[src/rtl/lsu_axil_pkg.sv]
// Shared types and encodings for the LSU AXI-lite master: FSM states, access sizes,
// AXI response codes and byte-strobe / alignment helpers.
package lsu_axil_pkg;

  typedef logic [2:0] state_t;

  localparam state_t S_IDLE    = 3'd0;
  localparam state_t S_RD_A    = 3'd1;
  localparam state_t S_RD_D    = 3'd2;
  localparam state_t S_WR_AW_W = 3'd3;
  localparam state_t S_WR_B    = 3'd4;
  localparam state_t S_RESP    = 3'd5;

  localparam logic [1:0] SZ_B   = 2'b00;
  localparam logic [1:0] SZ_H   = 2'b01;
  localparam logic [1:0] SZ_W   = 2'b10;
  localparam logic [1:0] SZ_RSV = 2'b11;

  localparam logic [1:0] RESP_OKAY   = 2'b00;
  localparam logic [1:0] RESP_SLVERR = 2'b10;

  // Lanes shifted past byte 3 fall off the 4-bit result on purpose.
  function automatic logic [3:0] size_strb(input logic [1:0] size, input logic [1:0] off);
    logic [3:0] strb;
    unique case (size)
      SZ_B:    strb = 4'b0001 << off;
      SZ_H:    strb = 4'b0011 << off;
      SZ_W:    strb = 4'b1111;
      default: strb = 4'b0000;
    endcase
    return strb;
  endfunction

  function automatic logic is_misaligned(input logic [1:0] size, input logic [1:0] off);
    return ((size == SZ_H) && off[0]) || ((size == SZ_W) && (off != 2'b00));
  endfunction

endpackage

[src/rtl/lsu_axil_master_if.sv]
// AXI-lite read/write channel bundle between the LSU master and the data-memory responder.
interface lsu_axil_master_if #(
  parameter int ADDR_W = 32,
  parameter int DATA_W = 32
);

  logic [ADDR_W-1:0] araddr;
  logic              arvalid;
  logic              arready;
  logic [DATA_W-1:0] rdata;
  logic [1:0]        rresp;
  logic              rvalid;
  logic              rready;
  logic [ADDR_W-1:0] awaddr;
  logic              awvalid;
  logic              awready;
  logic [DATA_W-1:0] wdata;
  logic [3:0]        wstrb;
  logic              wen;
  logic              wvalid;
  logic              wready;
  logic [1:0]        bresp;
  logic              bvalid;
  logic              bready;

  modport master (
    output araddr, arvalid, input arready,
    input rdata, rresp, rvalid, output rready,
    output awaddr, awvalid, input awready,
    output wdata, wstrb, wen, wvalid, input wready,
    input bresp, bvalid, output bready
  );

  modport slave (
    input araddr, arvalid, output arready,
    output rdata, rresp, rvalid, input rready,
    input awaddr, awvalid, output awready,
    input wdata, wstrb, wen, wvalid, output wready,
    output bresp, bvalid, input bready
  );

endinterface

[src/rtl/lsu_load_align.sv]
// Extracts the addressed byte/half/word from a 32-bit read beat and zero/sign-extends it.
module lsu_load_align
  import lsu_axil_pkg::*;
(
  input  logic [31:0] word,
  input  logic [1:0]  off,
  input  logic [1:0]  size,
  input  logic        is_signed,
  output logic [31:0] data
);

  logic [31:0] shifted;

  always_comb begin
    shifted = word >> {off, 3'b000};
    unique case (size)
      SZ_B:    data = {{24{is_signed & shifted[7]}}, shifted[7:0]};
      SZ_H:    data = {{16{is_signed & shifted[15]}}, shifted[15:0]};
      default: data = shifted;
    endcase
  end

endmodule

[src/rtl/lsu_axil_master.sv]
// Blocking single-outstanding AXI-lite master for LSU loads/stores.
// Optional misalignment trap when LSU_MISALIGN_CHECK_EN is defined.
module lsu_axil_master
  import lsu_axil_pkg::*;
#(
  parameter int ADDR_W = 32,
  parameter int DATA_W = 32
) (
  input  logic              clk,
  input  logic              rst,
  input  logic              req_valid,
  output logic              req_ready,
  input  logic              req_wen,
  input  logic [ADDR_W-1:0] req_addr,
  input  logic [DATA_W-1:0] req_wdata,
  input  logic [1:0]        req_size,
  input  logic              req_signed,
  output logic              rsp_valid,
  input  logic              rsp_ready,
  output logic [DATA_W-1:0] rsp_rdata,
  output logic              rsp_err,
  lsu_axil_master_if.master bus
);

  if (DATA_W != 32) begin : gen_bad_data_w
    $error("lsu_axil_master: only DATA_W == 32 is supported");
  end

  state_t            state_q, state_d;
  logic [ADDR_W-1:0] addr_q, addr_d;
  logic [DATA_W-1:0] wdata_q, wdata_d;
  logic [DATA_W-1:0] rdata_q, rdata_d;
  logic [1:0]        size_q, size_d;
  logic              signed_q, signed_d;
  logic              err_q, err_d;
  logic              aw_done_q, aw_done_d;
  logic              w_done_q, w_done_d;
  logic              bad_req;
  logic [DATA_W-1:0] load_data;

  lsu_load_align u_align (
    .word      (bus.rdata),
    .off       (addr_q[1:0]),
    .size      (size_q),
    .is_signed (signed_q),
    .data      (load_data)
  );

  always_comb begin
    bad_req = (req_size == SZ_RSV);
`ifdef LSU_MISALIGN_CHECK_EN
    bad_req = bad_req || is_misaligned(req_size, req_addr[1:0]);
`endif
  end

  always_comb begin
    state_d   = state_q;
    addr_d    = addr_q;
    wdata_d   = wdata_q;
    rdata_d   = rdata_q;
    size_d    = size_q;
    signed_d  = signed_q;
    err_d     = err_q;
    aw_done_d = aw_done_q;
    w_done_d  = w_done_q;
    unique case (state_q)
      S_IDLE: begin
        if (req_valid) begin
          addr_d    = req_addr;
          wdata_d   = req_wdata;
          size_d    = req_size;
          signed_d  = req_signed;
          rdata_d   = '0;
          err_d     = 1'b0;
          aw_done_d = 1'b0;
          w_done_d  = 1'b0;
          if (bad_req) begin
            err_d   = 1'b1;
            state_d = S_RESP;
          end else if (req_wen) begin
            state_d = S_WR_AW_W;
          end else begin
            state_d = S_RD_A;
          end
        end
      end
      S_RD_A: if (bus.arready) state_d = S_RD_D;
      S_RD_D: begin
        if (bus.rvalid) begin
          rdata_d = load_data;
          err_d   = (bus.rresp != RESP_OKAY);
          state_d = S_RESP;
        end
      end
      S_WR_AW_W: begin
        // AW and W finish independently, in either order or together.
        aw_done_d = aw_done_q | (bus.awvalid & bus.awready);
        w_done_d  = w_done_q | (bus.wvalid & bus.wready);
        if (aw_done_d && w_done_d) state_d = S_WR_B;
      end
      S_WR_B: begin
        if (bus.bvalid) begin
          err_d   = (bus.bresp != RESP_OKAY);
          state_d = S_RESP;
        end
      end
      S_RESP:  if (rsp_ready) state_d = S_IDLE;
      default: state_d = S_IDLE;
    endcase
  end

  always_ff @(posedge clk or posedge rst) begin
    if (rst) begin
      state_q   <= S_IDLE;
      addr_q    <= '0;
      wdata_q   <= '0;
      rdata_q   <= '0;
      size_q    <= 2'b00;
      signed_q  <= 1'b0;
      err_q     <= 1'b0;
      aw_done_q <= 1'b0;
      w_done_q  <= 1'b0;
    end else begin
      state_q   <= state_d;
      addr_q    <= addr_d;
      wdata_q   <= wdata_d;
      rdata_q   <= rdata_d;
      size_q    <= size_d;
      signed_q  <= signed_d;
      err_q     <= err_d;
      aw_done_q <= aw_done_d;
      w_done_q  <= w_done_d;
    end
  end

  // Valids decode straight from state so an async reset drops them at once.
  always_comb begin
    req_ready   = (state_q == S_IDLE);
    rsp_valid   = (state_q == S_RESP);
    rsp_rdata   = rdata_q;
    rsp_err     = err_q;
    bus.araddr  = addr_q;
    bus.arvalid = (state_q == S_RD_A);
    bus.rready  = (state_q == S_RD_D);
    bus.awaddr  = addr_q;
    bus.awvalid = (state_q == S_WR_AW_W) && !aw_done_q;
    bus.wvalid  = (state_q == S_WR_AW_W) && !w_done_q;
    bus.wen     = bus.wvalid;
    bus.wdata   = wdata_q;
    bus.wstrb   = bus.wvalid ? size_strb(size_q, addr_q[1:0]) : 4'b0000;
    bus.bready  = (state_q == S_WR_B);
  end

endmodule

[src/flat_wrapper.sv]
// flat-port wrapper written by rule: the top's interface ports become plain ports
module lsu_axil_master_flat import lsu_axil_pkg::*;
#(
  parameter int ADDR_W = 32,
  parameter int DATA_W = 32
)
  (clk, rst, req_valid, req_ready, req_wen, req_addr, req_wdata, req_size, req_signed, rsp_valid, rsp_ready, rsp_rdata, rsp_err, bus_araddr, bus_arvalid, bus_arready, bus_rdata, bus_rresp, bus_rvalid, bus_rready, bus_awaddr, bus_awvalid, bus_awready, bus_wdata, bus_wstrb, bus_wen, bus_wvalid, bus_wready, bus_bresp, bus_bvalid, bus_bready);
  lsu_axil_master_if #(.ADDR_W(ADDR_W), .DATA_W(DATA_W)) bus_i ();
  input  logic clk;
  input  logic rst;
  input  logic req_valid;
  output logic req_ready;
  input  logic req_wen;
  input  logic [ADDR_W-1:0] req_addr;
  input  logic [DATA_W-1:0] req_wdata;
  input  logic [1:0] req_size;
  input  logic req_signed;
  output logic rsp_valid;
  input  logic rsp_ready;
  output logic [DATA_W-1:0] rsp_rdata;
  output logic rsp_err;
  output wire logic [$bits(bus_i.araddr)-1:0] bus_araddr;
  output wire logic [$bits(bus_i.arvalid)-1:0] bus_arvalid;
  input wire logic [$bits(bus_i.arready)-1:0] bus_arready;
  input wire logic [$bits(bus_i.rdata)-1:0] bus_rdata;
  input wire logic [$bits(bus_i.rresp)-1:0] bus_rresp;
  input wire logic [$bits(bus_i.rvalid)-1:0] bus_rvalid;
  output wire logic [$bits(bus_i.rready)-1:0] bus_rready;
  output wire logic [$bits(bus_i.awaddr)-1:0] bus_awaddr;
  output wire logic [$bits(bus_i.awvalid)-1:0] bus_awvalid;
  input wire logic [$bits(bus_i.awready)-1:0] bus_awready;
  output wire logic [$bits(bus_i.wdata)-1:0] bus_wdata;
  output wire logic [$bits(bus_i.wstrb)-1:0] bus_wstrb;
  output wire logic [$bits(bus_i.wen)-1:0] bus_wen;
  output wire logic [$bits(bus_i.wvalid)-1:0] bus_wvalid;
  input wire logic [$bits(bus_i.wready)-1:0] bus_wready;
  input wire logic [$bits(bus_i.bresp)-1:0] bus_bresp;
  input wire logic [$bits(bus_i.bvalid)-1:0] bus_bvalid;
  output wire logic [$bits(bus_i.bready)-1:0] bus_bready;
  assign bus_araddr = bus_i.araddr;
  assign bus_arvalid = bus_i.arvalid;
  assign bus_i.arready = bus_arready;
  assign bus_i.rdata = bus_rdata;
  assign bus_i.rresp = bus_rresp;
  assign bus_i.rvalid = bus_rvalid;
  assign bus_rready = bus_i.rready;
  assign bus_awaddr = bus_i.awaddr;
  assign bus_awvalid = bus_i.awvalid;
  assign bus_i.awready = bus_awready;
  assign bus_wdata = bus_i.wdata;
  assign bus_wstrb = bus_i.wstrb;
  assign bus_wen = bus_i.wen;
  assign bus_wvalid = bus_i.wvalid;
  assign bus_i.wready = bus_wready;
  assign bus_i.bresp = bus_bresp;
  assign bus_i.bvalid = bus_bvalid;
  assign bus_bready = bus_i.bready;
  lsu_axil_master #(.ADDR_W(ADDR_W), .DATA_W(DATA_W)) u_core (.clk(clk), .rst(rst), .req_valid(req_valid), .req_ready(req_ready), .req_wen(req_wen), .req_addr(req_addr), .req_wdata(req_wdata), .req_size(req_size), .req_signed(req_signed), .rsp_valid(rsp_valid), .rsp_ready(rsp_ready), .rsp_rdata(rsp_rdata), .rsp_err(rsp_err), .bus(bus_i));
endmodule
[config.mk]
export PLATFORM = sky130hd
export DESIGN_NAME = lsu_axil_master_flat
export DESIGN_NICKNAME = d
export VERILOG_FILES = /design/src/rtl/lsu_axil_pkg.sv /design/src/rtl/lsu_axil_master_if.sv /design/src/rtl/lsu_load_align.sv /design/src/rtl/lsu_axil_master.sv /design/src/flat_wrapper.sv
export SDC_FILE = /design/constraint.sdc
export NUM_CORES = 1
export LEC_CHECK = 0
export ABC_CLOCK_PERIOD_IN_PS = 4600
export CAP_MARGIN = 10
export CORE_UTILIZATION = 41
export DETAILED_ROUTE_END_ITERATION = 16
export PLACE_DENSITY = 0.91
export SYNTH_ARGS = -nofsm -noshare
export SYNTH_HDL_FRONTEND = slang
export SYNTH_SLANG_ARGS = --single-unit
[constraint.sdc]
create_clock -name clk -period 4.6 [get_ports clk]
set_input_delay 1.15 -clock clk [delete_from_list [all_inputs] [get_ports clk]]
set_output_delay 1.15 -clock clk [all_outputs]
set_load 0.01 [all_outputs]
Word level (Yosys, flattened, before mapping)
Cells that the tools add are included.
{"block": "totals", "reg_bits": 105, "in_bits": 113, "wordCells": 72}
{"block": "op_classes", "bitwise": 6, "n_eq_ne": 14, "muxes": 23, "n_reduce_logical": 17, "shift": 3}
{"cell": "$pmux 32 s2", "count": 2}
{"cell": "$mux 32", "count": 2}
{"cell": "$shr 32x5->32", "count": 1}
{"cell": "$mux 3", "count": 7}
{"cell": "$pmux 3 s6", "count": 1}
{"cell": "$pmux 4 s3", "count": 1}
{"cell": "$reduce_bool 2->1", "count": 4}
{"cell": "$eq 3x2->1 const B", "count": 2}
{"cell": "$eq 3x3->1 const B", "count": 2}
{"cell": "$ne 2x1->1 const B", "count": 3}
{"cell": "$ne 2x2->1 const B", "count": 3}
{"cell": "$reduce_and 6->1", "count": 1}
{"cell": "$mux 1", "count": 5}
{"cell": "$and 1x1->1", "count": 4}
{"cell": "$eq 2x2->1 const B", "count": 2}
{"cell": "$mux 4", "count": 1}
{"cell": "$pmux 1 s2", "count": 2}
{"cell": "$reduce_and 2->1", "count": 2}
{"cell": "$reduce_and 4->1", "count": 1}
{"cell": "$shl 1x2->4 const A", "count": 1}
{"cell": "$shl 2x2->4 const A", "count": 1}
{"cell": "$eq 3x1->1 const B", "count": 1}
{"cell": "$logic_and 1x1->1", "count": 3}
{"cell": "$logic_not 3->1", "count": 1}
{"cell": "8 further kinds", "count": 10}

Depth between registers and ports, before layout
Gate-level depths: netlist of run 1.
{"block": "logic_depth", "word_depth": 7, "ltp_mapped": 8, "depth_no_buf": 5}

Modules after synthesis
From an unflattened synthesis of run 1, not the netlist that was laid out.
{"block": "unflattened", "cells_unflattened": 495, "area_unflattened_um2": 5343.9}
{"module": "lsu_axil_master", "instances": 1, "cells_per_inst": 389, "seq_area_each_um2": 2627.5, "area_per_inst_um2": 4535.6}
{"module": "lsu_load_align", "instances": 1, "cells_per_inst": 106, "seq_area_each_um2": 0.0, "area_per_inst_um2": 808.3}

Worst setup path before layout of run 1
Ideal clock, no wire load.
{"block": "synth_timing", "path_kind": "register -> output", "start": "reg u_core.addr_q[1], in the netlist u_core.bus.araddr[1]", "end": "out bus_wstrb[3]", "required_time_ps": 3450, "path_buffers": 4, "stages_incl_launch_ff": 7, "path_slack_ps": 1665, "arrival_ps": 1785, "cell_sequence": "dfrtp_1 > buf_2 > buf_2 > clkbuf_1 > clkbuf_1 > o21ai_0 > a21oi_1"}
{"block": "synth_between", "elab_chain_len": 3, "word_cells_on_any_way": 4, "cone_classes": "shift: 2; mux: 2"}
{"element": "start, declared", "line": "lsu_axil_master.sv:30", "rtl": "logic [ADDR_W-1:0] addr_q, addr_d;"}
{"element": "start signal, assigned", "line": "lsu_axil_master.sv:125", "rtl": "addr_q <= addr_d;"}
{"element": "$shl 2x2->4 / $shl 1x2->4 (equally long branches)", "line": "lsu_axil_pkg.sv:27, lsu_axil_pkg.sv:26"}
{"element": "$pmux 4 s3 *", "line": "lsu_axil_pkg.sv:25", "rtl": "unique case (size)"}
{"element": "$mux 4 *", "line": "lsu_axil_master.sv:150", "rtl": "bus.wstrb = bus.wvalid ? size_strb(size_q, addr_q[1:0]) : 4'b0000;"}
{"element": "end, declared", "line": "flat_wrapper.sv:33", "rtl": "output wire logic [$bits(bus_i.wstrb)-1:0] bus_wstrb;"}
Every way passes the cells marked *; elsewhere a longest branch is shown, timed or not.

Worst setup path in the final report of run 1
{"block": "layout_timing", "start": "reg u_core.state_q[2]", "end": "out bus_wstrb[3]"}
{"block": "layout_between", "elab_chain_len": 3}
{"element": "start, declared", "line": "lsu_axil_master.sv:29", "rtl": "state_t state_q, state_d;"}
{"element": "start signal, assigned", "line": "lsu_axil_master.sv:124", "rtl": "state_q <= state_d;"}
{"element": "$eq 3x2->1", "line": "lsu_axil_master.sv:147", "rtl": "bus.wvalid = (state_q == S_WR_AW_W) && !w_done_q;"}
{"element": "$logic_and 1x1->1", "line": "lsu_axil_master.sv:147"}
{"element": "$mux 4", "line": "lsu_axil_master.sv:150"}
No other way between the ends.

==> summary.md, run 1 <==
| Metric | Value |
|---|---|
| R2r setup slk | 2.00 ns |
| Largest net degree at the start of global routing | 70 |
| Sequential fraction of the synthesis area | 0.5211 |
| Critical path, cell by cell | nand3b_1 > nor2_1 > nand2_1 > a21oi_1 > clkdlybuf4s50_1 |
| Combinational Power Share | 0.521 |
| Tot GR Track Use | 0.2280 |
| Final worst path period share | 0.7394 |
| Synth top area share | 0.5211 |
| HPWL after DPL | 10.56 mm |
| Mapped cell area | 5042 sq um |
| Largest cells by area after synthesis | dfrtp_1 52%, nand2_1 15%, buf_4 4.9%, mux2i_1 3.4%, a221o_1 3.2% |
| Net Count, Synth | 667 |
| Crit path from | u_core.state_q[2] |
| Actual slew at the worst max-slew pin | 1.064 ns |
| Startpoint Class | register |
| Endpoints failing hold | 0 |
| DR pass1 iterations | 5 |
| Routability Congestion | 0.8442 |
| Post-synthesis instance total | 554 |
| Kind of critical path | register to output pin |
| Synth area leader | dfrtp_1 |
| Slowest-stage cell, CP | clkdlybuf4s50_1 |
| EDFF count, synth | 0 |
| First-pass GRT wire length | 22.65 mm |
| Initial DRC count | 323 |
| Layout area overhead | 52.68% |
| CTS clk-pin slew, worst paths | 0.07 ns |
| R2R depth | 5 |
| Clk pwr share | 0.146 |
| H-tree Lvls | 3 |
| Vias | 4724 |
| Die Area | 12750 sq um |
| Max-cap violations | 0 |
| Sequential fraction of design power | 0.334 |
| Min-delay worst type | register to register |
| TritonCTS clock tree | done |
| Crit path arrival time | 2.25 ns |
| Via/cell ratio | 5.214 |
| Starting Density | 0.4198 |
| Crit path to | bus_wstrb[3] |
| Share of cells above drive strength 1 | 0.05665 |
| Ys flop type | dfrtp_1 |
| DIE WIDTH | 112.9 microns |
| Power Density | 647.7 nW/um^2 |
| Critical Path Sink Type | output pin |
| Worst-Skew Late Latency | 0.34 ns |
| Most frequent cells in the layout | 253 x clkdlybuf4s50_1, 207 x nand2_1, 105 x dfrtp_1, 21 x nor2_1, 20 x a21oi_1 |
| VDD IR max | 287.7 uV |
| Total congestion overflow | 0 |
| Register Area | 2628 sq um |
| Worst clock skew | 0.01215 ns |
| CP Data Required Time | 3.45 ns |
| Post-synth ARST share | 1.000 |
| Post-CTS sizing | 0 |
| Post-route DRC | 0 |
| Final Net Count | 867 |
| Filler Cells Inserted | 977 |
| Die height | 112.9 microns |
| Slew Limit Headroom | 0.2905 |
| Hold buffers post-CTS | 0 |
| Slew Viols, Final | 0 |
| Vias in the first global route | 4529 |
| RSZ-0062 raised after global routing | no |
| CTS max path bufs | 2 |
| Net Sw Frac | 0.3783 |
| Total wire length | 14.58 mm |
| Ant diodes | 0 |
| Fin util | 0.6409 |
| # setup viols final | 0 |
| Period minus WS final | 3.401 ns |
| Commonest non-fill, non-tap cell in the layout | clkdlybuf4s50_1 |
| Routed Antenna Nets | 0 |
| Syn. warnings | 0 |
| Worst r2r src | u_core.state_q[1] |
| Initial antenna violation count | 0 |
| Clock sinks | 105 |
| Fmax | 0.2940 GHz |
| Mapped Avg Cell Area | 9.102 sq um |
| FF-to-FF End | u_core.rsp_rdata[17] |
| Internal power | 3.100 mW |
| Switching Power | 1.886 mW |
| Rows | 40 |
| Core footprint | 12010 sq um |
| Seq cells post-synth | 105 |
| Multi-input logic area | 1994 sq um |
| Setup TNS | 0 ns |
| Routed WL per cell | 16.09 microns |
| Port Buffers | 253 |
| Total CTS buffers | 9 |
| Post-CTS Setup Bufs | 0 |
| Status | finished, final reports clean |
| Root Buffer | clkbuf_16 |
| Leak pwr | 3.467 nW |
| Crit path largest cell delay | 0.58 ns |
| I/O pin count | 254 |
| Synth cell types | 45 |
| CP max FO | 14 |
## per-layer routing
layer,track usage,wire length (microns),vias up
li1,-,-,2214
met3,0.04874,1164,21
met4,0.09649,397,0
met1,0.2778,5906,2258
met2,0.3926,7107,231
met5,0,0,-
## registers in the layout, indices dropped and copies added, names as in the netlist
signal,cells
u_core.signed_q,1
u_core.bus.wdata,32
u_core.bus.araddr,32
u_core.state_q,3
u_core.aw_done_q,1
u_core.rsp_rdata,32
u_core.size_q,2
u_core.w_done_q,1
u_core.rsp_err,1
## synth_stat cells (all sizes together), types with 2 or more instances
library cell  count
nand2           208
dfrtp           105
buf              46
clkbuf           24
a21oi            21
nor2             21
o21ai            18
mux2i            17
a221o            16
nand3            16
mux2              9
o2bb2ai           8
inv               7
o31ai             4
nand2b            3
nor3              3
nand3b            2
nor2b             2
nor4b             2
o22ai             2
or3b              2
## worst min-delay path by stage
stage	from	to	slack (ns)	cells past startpoint
final	u_core.rsp_rdata[0]	u_core.rsp_rdata[0]	0.47	2
after CTS	u_core.rsp_rdata[0]	u_core.rsp_rdata[0]	0.48	2
after detailed placement	u_core.rsp_rdata[0]	u_core.rsp_rdata[0]	0.47	2
after global placement	u_core.bus.wdata[14]	u_core.bus.wdata[14]	0.46	2
after global routing	u_core.bus.wdata[0]	u_core.bus.wdata[0]	0.50	2
after floorplan	u_core.bus.wdata[0]	u_core.bus.wdata[0]	0.51	2
## worst max-delay path, delay by kind of cell, from the launching register on
| family | cells | cell delay, ns |
|---|---|---|
| AND/OR/NAND/NOR | 3 | 0.60 |
| buffers and inverters | 1 | 0.58 |
| flip-flops | 1 | 0.54 |
| AO/OA/AOI/OAI | 1 | 0.20 |
## logic make-up (layout without fill, tap and decap cells)
logic type / after synthesis / in the layout / share of synthesized area
and+or+nand+nor: 266 / 266 / 0.2233
xor gates and xnor gates: 1 / 1 / 0.001737
DFF: 105 / 105 / 0.5211
buffers and inverters: 78 / 283 / 0.08610
muxes: 27 / 27 / 0.05831
AOI/OAI and AO/OA: 77 / 77 / 0.1094
## final cells by class
cell class	instances	share of cell area
multi-input cells	371	0.2591
inverters	8	0.004388
clock inverters	5	0.005038
clock buffers	11	0.03153
flip-flops and latches	105	0.3413
well taps	147	0.02389
repair buffers	259	0.3348
## power by group through the flow
stage                     combinational, mW  sequential, mW  clock, mW
after floorplan                        1.28            1.75          0
after CTS                              2.61            1.66      0.748
final                                  2.60            1.66      0.726
after global placement                 2.54            1.66          0
after detailed placement               2.61            1.67          0
after global routing                   2.81            1.72      0.784
## per-stage QoR
stage,power [mW],instance area (sq um),cells,hold WS [ns],worst slack (ns)
2_1_floorplan,3.026,5042,554,0.5139,0.6895
3_3_place_gp,4.206,7417,890,0.4562,1.390
3_5_place_dp,4.280,7417,890,0.4660,1.365
4_1_cts,5.025,7699,906,0.4815,1.188
5_1_grt,5.307,7699,906,0.5014,1.055
6_report,4.986,7699,906,0.4749,1.199
(Power assumes the default switching activity.)
==> run 2, diff against run 1 <==
Settings changed: ABC_CLOCK_PERIOD_IN_PS 4600 to 3100, CORE_UTILIZATION 41 to 37, PLACE_DENSITY 0.91 to 0.87.
Clock period 4.6 ns to 3.1 ns, I/O delays scaled along.
==> run 2 against run 1 <==
Effect of this change: first-iteration DRC count fell by 27%; highest routed layer unchanged; final area increased by 1.1%; register-to-register slack lost 1.4 ns; largest power group unchanged; critical endpoint is now bus_rready.
==> summary.md, run 2 (synthesis gave the netlist of run 1 again) <==
| Metric | Value |
|---|---|
| Layout area overhead | 54.29% (was 52.68%) |
| Hold slack final | 0.4716 ns (was 0.4749 ns) |
| Clock sinks | 105 (unchanged) |
| Routed Antenna Nets | 0 (unchanged) |
| R2R depth | 5 (unchanged) |
| Initial antenna violation count | 0 (unchanged) |
| Power, Total | 7.396 mW (was 4.986 mW) |
| DIE WIDTH | 118.7 microns (was 112.9 microns) |
| CTS clk-pin slew, worst paths | 0.07 ns (about the same) |
| Hold buffers post-CTS | 0 (unchanged) |
| DR pass1 iterations | 4 (was 5) |
| Most frequent cells in the layout | 253 x clkdlybuf4s50_1, 207 x nand2_1, 105 x dfrtp_1, 21 x nor2_1, 20 x a21oi_1 (unchanged) |
| Critical Path Sink Type | output pin (unchanged) |
| Fin util | 0.5875 (was 0.6409) |
| Crit path arrival time | 2.21 ns (was 2.25 ns) |
| Actual slew at the worst max-slew pin | 0.8929 ns (was 1.064 ns) |
| First-pass GRT wire length | 22.58 mm (was 22.65 mm) |
| CP Data Required Time | 2.32 ns (was 3.45 ns) |
| Initial DRC count | 237 (was 323) |
| Crit path from | u_core.state_q[1] (was u_core.state_q[2]) |
| Total congestion overflow | 0 (unchanged) |
| Largest net degree at the start of global routing | 70 (unchanged) |
| CTS max path bufs | 2 (unchanged) |
| Inst Count DP | 922 (was 890) |
| Share of cells above drive strength 1 | 0.05774 (was 0.05665) |
| RSZ-0062 raised after global routing | no (unchanged) |
| Total wire length | 14.56 mm (was 14.58 mm) |
| Die height | 118.7 microns (was 112.9 microns) |
| Kind of critical path | register to output pin (unchanged) |
| Worst-Skew Late Latency | 0.35 ns (was 0.34 ns) |
| Worst r2r src | u_core.state_q[1] (unchanged) |
| Vias in the first global route | 4504 (was 4529) |
| Post-CTS sizing | 0 (unchanged) |
| Setup TNS | 0 ns (unchanged) |
| Status | finished, final reports clean (unchanged) |
| Layout Cells excl Fill | 938 (was 906) |
| Slew Viols, Final | 0 (unchanged) |
| Post-CTS Setup Bufs | 0 (unchanged) |
| Worst clock skew | 0.01003 ns (was 0.01215 ns) |
| Commonest non-fill, non-tap cell in the layout | clkdlybuf4s50_1 (unchanged) |
| Total CTS buffers | 9 (unchanged) |
| Via/cell ratio | 4.950 (was 5.214) |
| VDD IR max | 450.4 uV (was 287.7 uV) |
| H-tree Lvls | 3 (unchanged) |
| Slowest-stage cell, CP | dfrtp_1 (was clkdlybuf4s50_1) |
| Rows | 42 (was 40) |
| Startpoint Class | register (unchanged) |
| Fmax | 0.3352 GHz |
| Vias | 4643 (was 4724) |
| Routability Congestion | 0.7991 (was 0.8442) |
| Root Buffer | clkbuf_16 (unchanged) |
| Power Density | 950.6 nW/um^2 (was 647.7 nW/um^2) |
| Ant diodes | 0 (unchanged) |
| Leak pwr | 3.475 nW (was 3.467 nW) |
| Tot GR Track Use | 0.2057 (was 0.2280) |
| FF-to-FF End | u_core.rsp_rdata[23] (was u_core.rsp_rdata[17]) |
| Endpoints failing hold | 0 (unchanged) |
| Critical path, cell by cell | or3b_1 > clkinv_2 > clkdlybuf4s50_1 (was nand3b_1 > nor2_1 > nand2_1 > a21oi_1 > clkdlybuf4s50_1) |
| Final Net Count | 870 (was 867) |
| Final worst path period share | 0.9625 |
| CP max FO | 16 (was 14) |
| Slew Limit Headroom | 0.4048 (was 0.2905) |
| HPWL after DPL | 10.74 mm (was 10.56 mm) |
| R2r setup slk | 0.58 ns (was 2.00 ns) |
| Die Area | 14100 sq um (was 12750 sq um) |
| # setup viols final | 0 (unchanged) |
| Post-route DRC | 0 (unchanged) |
| Routed WL per cell | 15.52 microns (was 16.09 microns) |
| Max-cap violations | 0 (unchanged) |
| Min-delay worst type | register to register (unchanged) |
| Period minus WS final | 2.984 ns |
| Port Buffers | 253 (unchanged) |
| I/O pin count | 254 (unchanged) |
| TritonCTS clock tree | done (unchanged) |
| Core footprint | 13240 sq um (was 12010 sq um) |
| Crit path largest cell delay | 0.63 ns (was 0.58 ns) |
| Crit path to | bus_rready (was bus_wstrb[3]) |
| Starting Density | 0.3808 (was 0.4198) |
-- run 2: cell count changes in the layout (fill, tap and decap cells not counted), sizes merged --
cell,change
clkbuf,+1
inv,-2
buf,+3
clkinvlp,+2
clkinv,-1
-- run 2: layout make-up --
cell class,instances,area [sq um]
multi-input cells,371,1994
repair buffers,262,2638
clock buffers,12,236.5
flip-flops and latches,105,2628
well taps,176,220.2
inverters,8,35.03
fillers,1147,5463
clock inverters,4,28.78
-- run 2: power by group --
part	total (mW)	leakage, nW	switching [mW]	internal [mW]
registers	2.47	1.35	0.499	1.97
logic	3.88	2.00	1.80	2.09
clock network	1.04	0.123	0.495	0.548
-- run 2: worst min-delay path by stage --
stage | slack [ns] | depth (start not counted) | to | startpoint
after global placement | 0.46 | 2 | u_core.bus.wdata[13] | u_core.bus.wdata[13]
after global routing | 0.50 | 2 | u_core.bus.wdata[23] | u_core.bus.wdata[23]
final | 0.47 | 2 | u_core.bus.wdata[27] | u_core.bus.wdata[27]
after detailed placement | 0.46 | 2 | u_core.bus.wdata[8] | u_core.bus.wdata[8]
after floorplan | 0.51 | 2 | u_core.bus.wdata[0] | u_core.bus.wdata[0]
after CTS | 0.48 | 2 | u_core.bus.wdata[1] | u_core.bus.wdata[1]
-- run 2: per-layer routing --
layer  track usage  vias to the layer above  wire (microns)
li1              -                     2219               -
met4        0.1013                        0             408
met2        0.3436                      213            7149
met5             0                        -               0
met1        0.2478                     2180            5940
met3       0.04923                       31            1056
-- run 2: metrics by stage --
| step | setup WS, ns | area (sq um) |
|---|---|---|
| global placement | 0.4204 | 7515 |
| floorplan | 0.5396 | 5046 |
| detailed placement | 0.3619 | 7515 |
| finish | 0.1164 | 7780 |
| global route | 0.03381 | 7780 |
| CTS | 0.1076 | 7780 |
-- run 2: critical path: cells and delay by family (launching register included) --
family | cells | cell delay, ns
AND/OR/NAND/NOR | 1 | 0.54
buffers and inverters | 2 | 0.70
flip-flops | 1 | 0.63
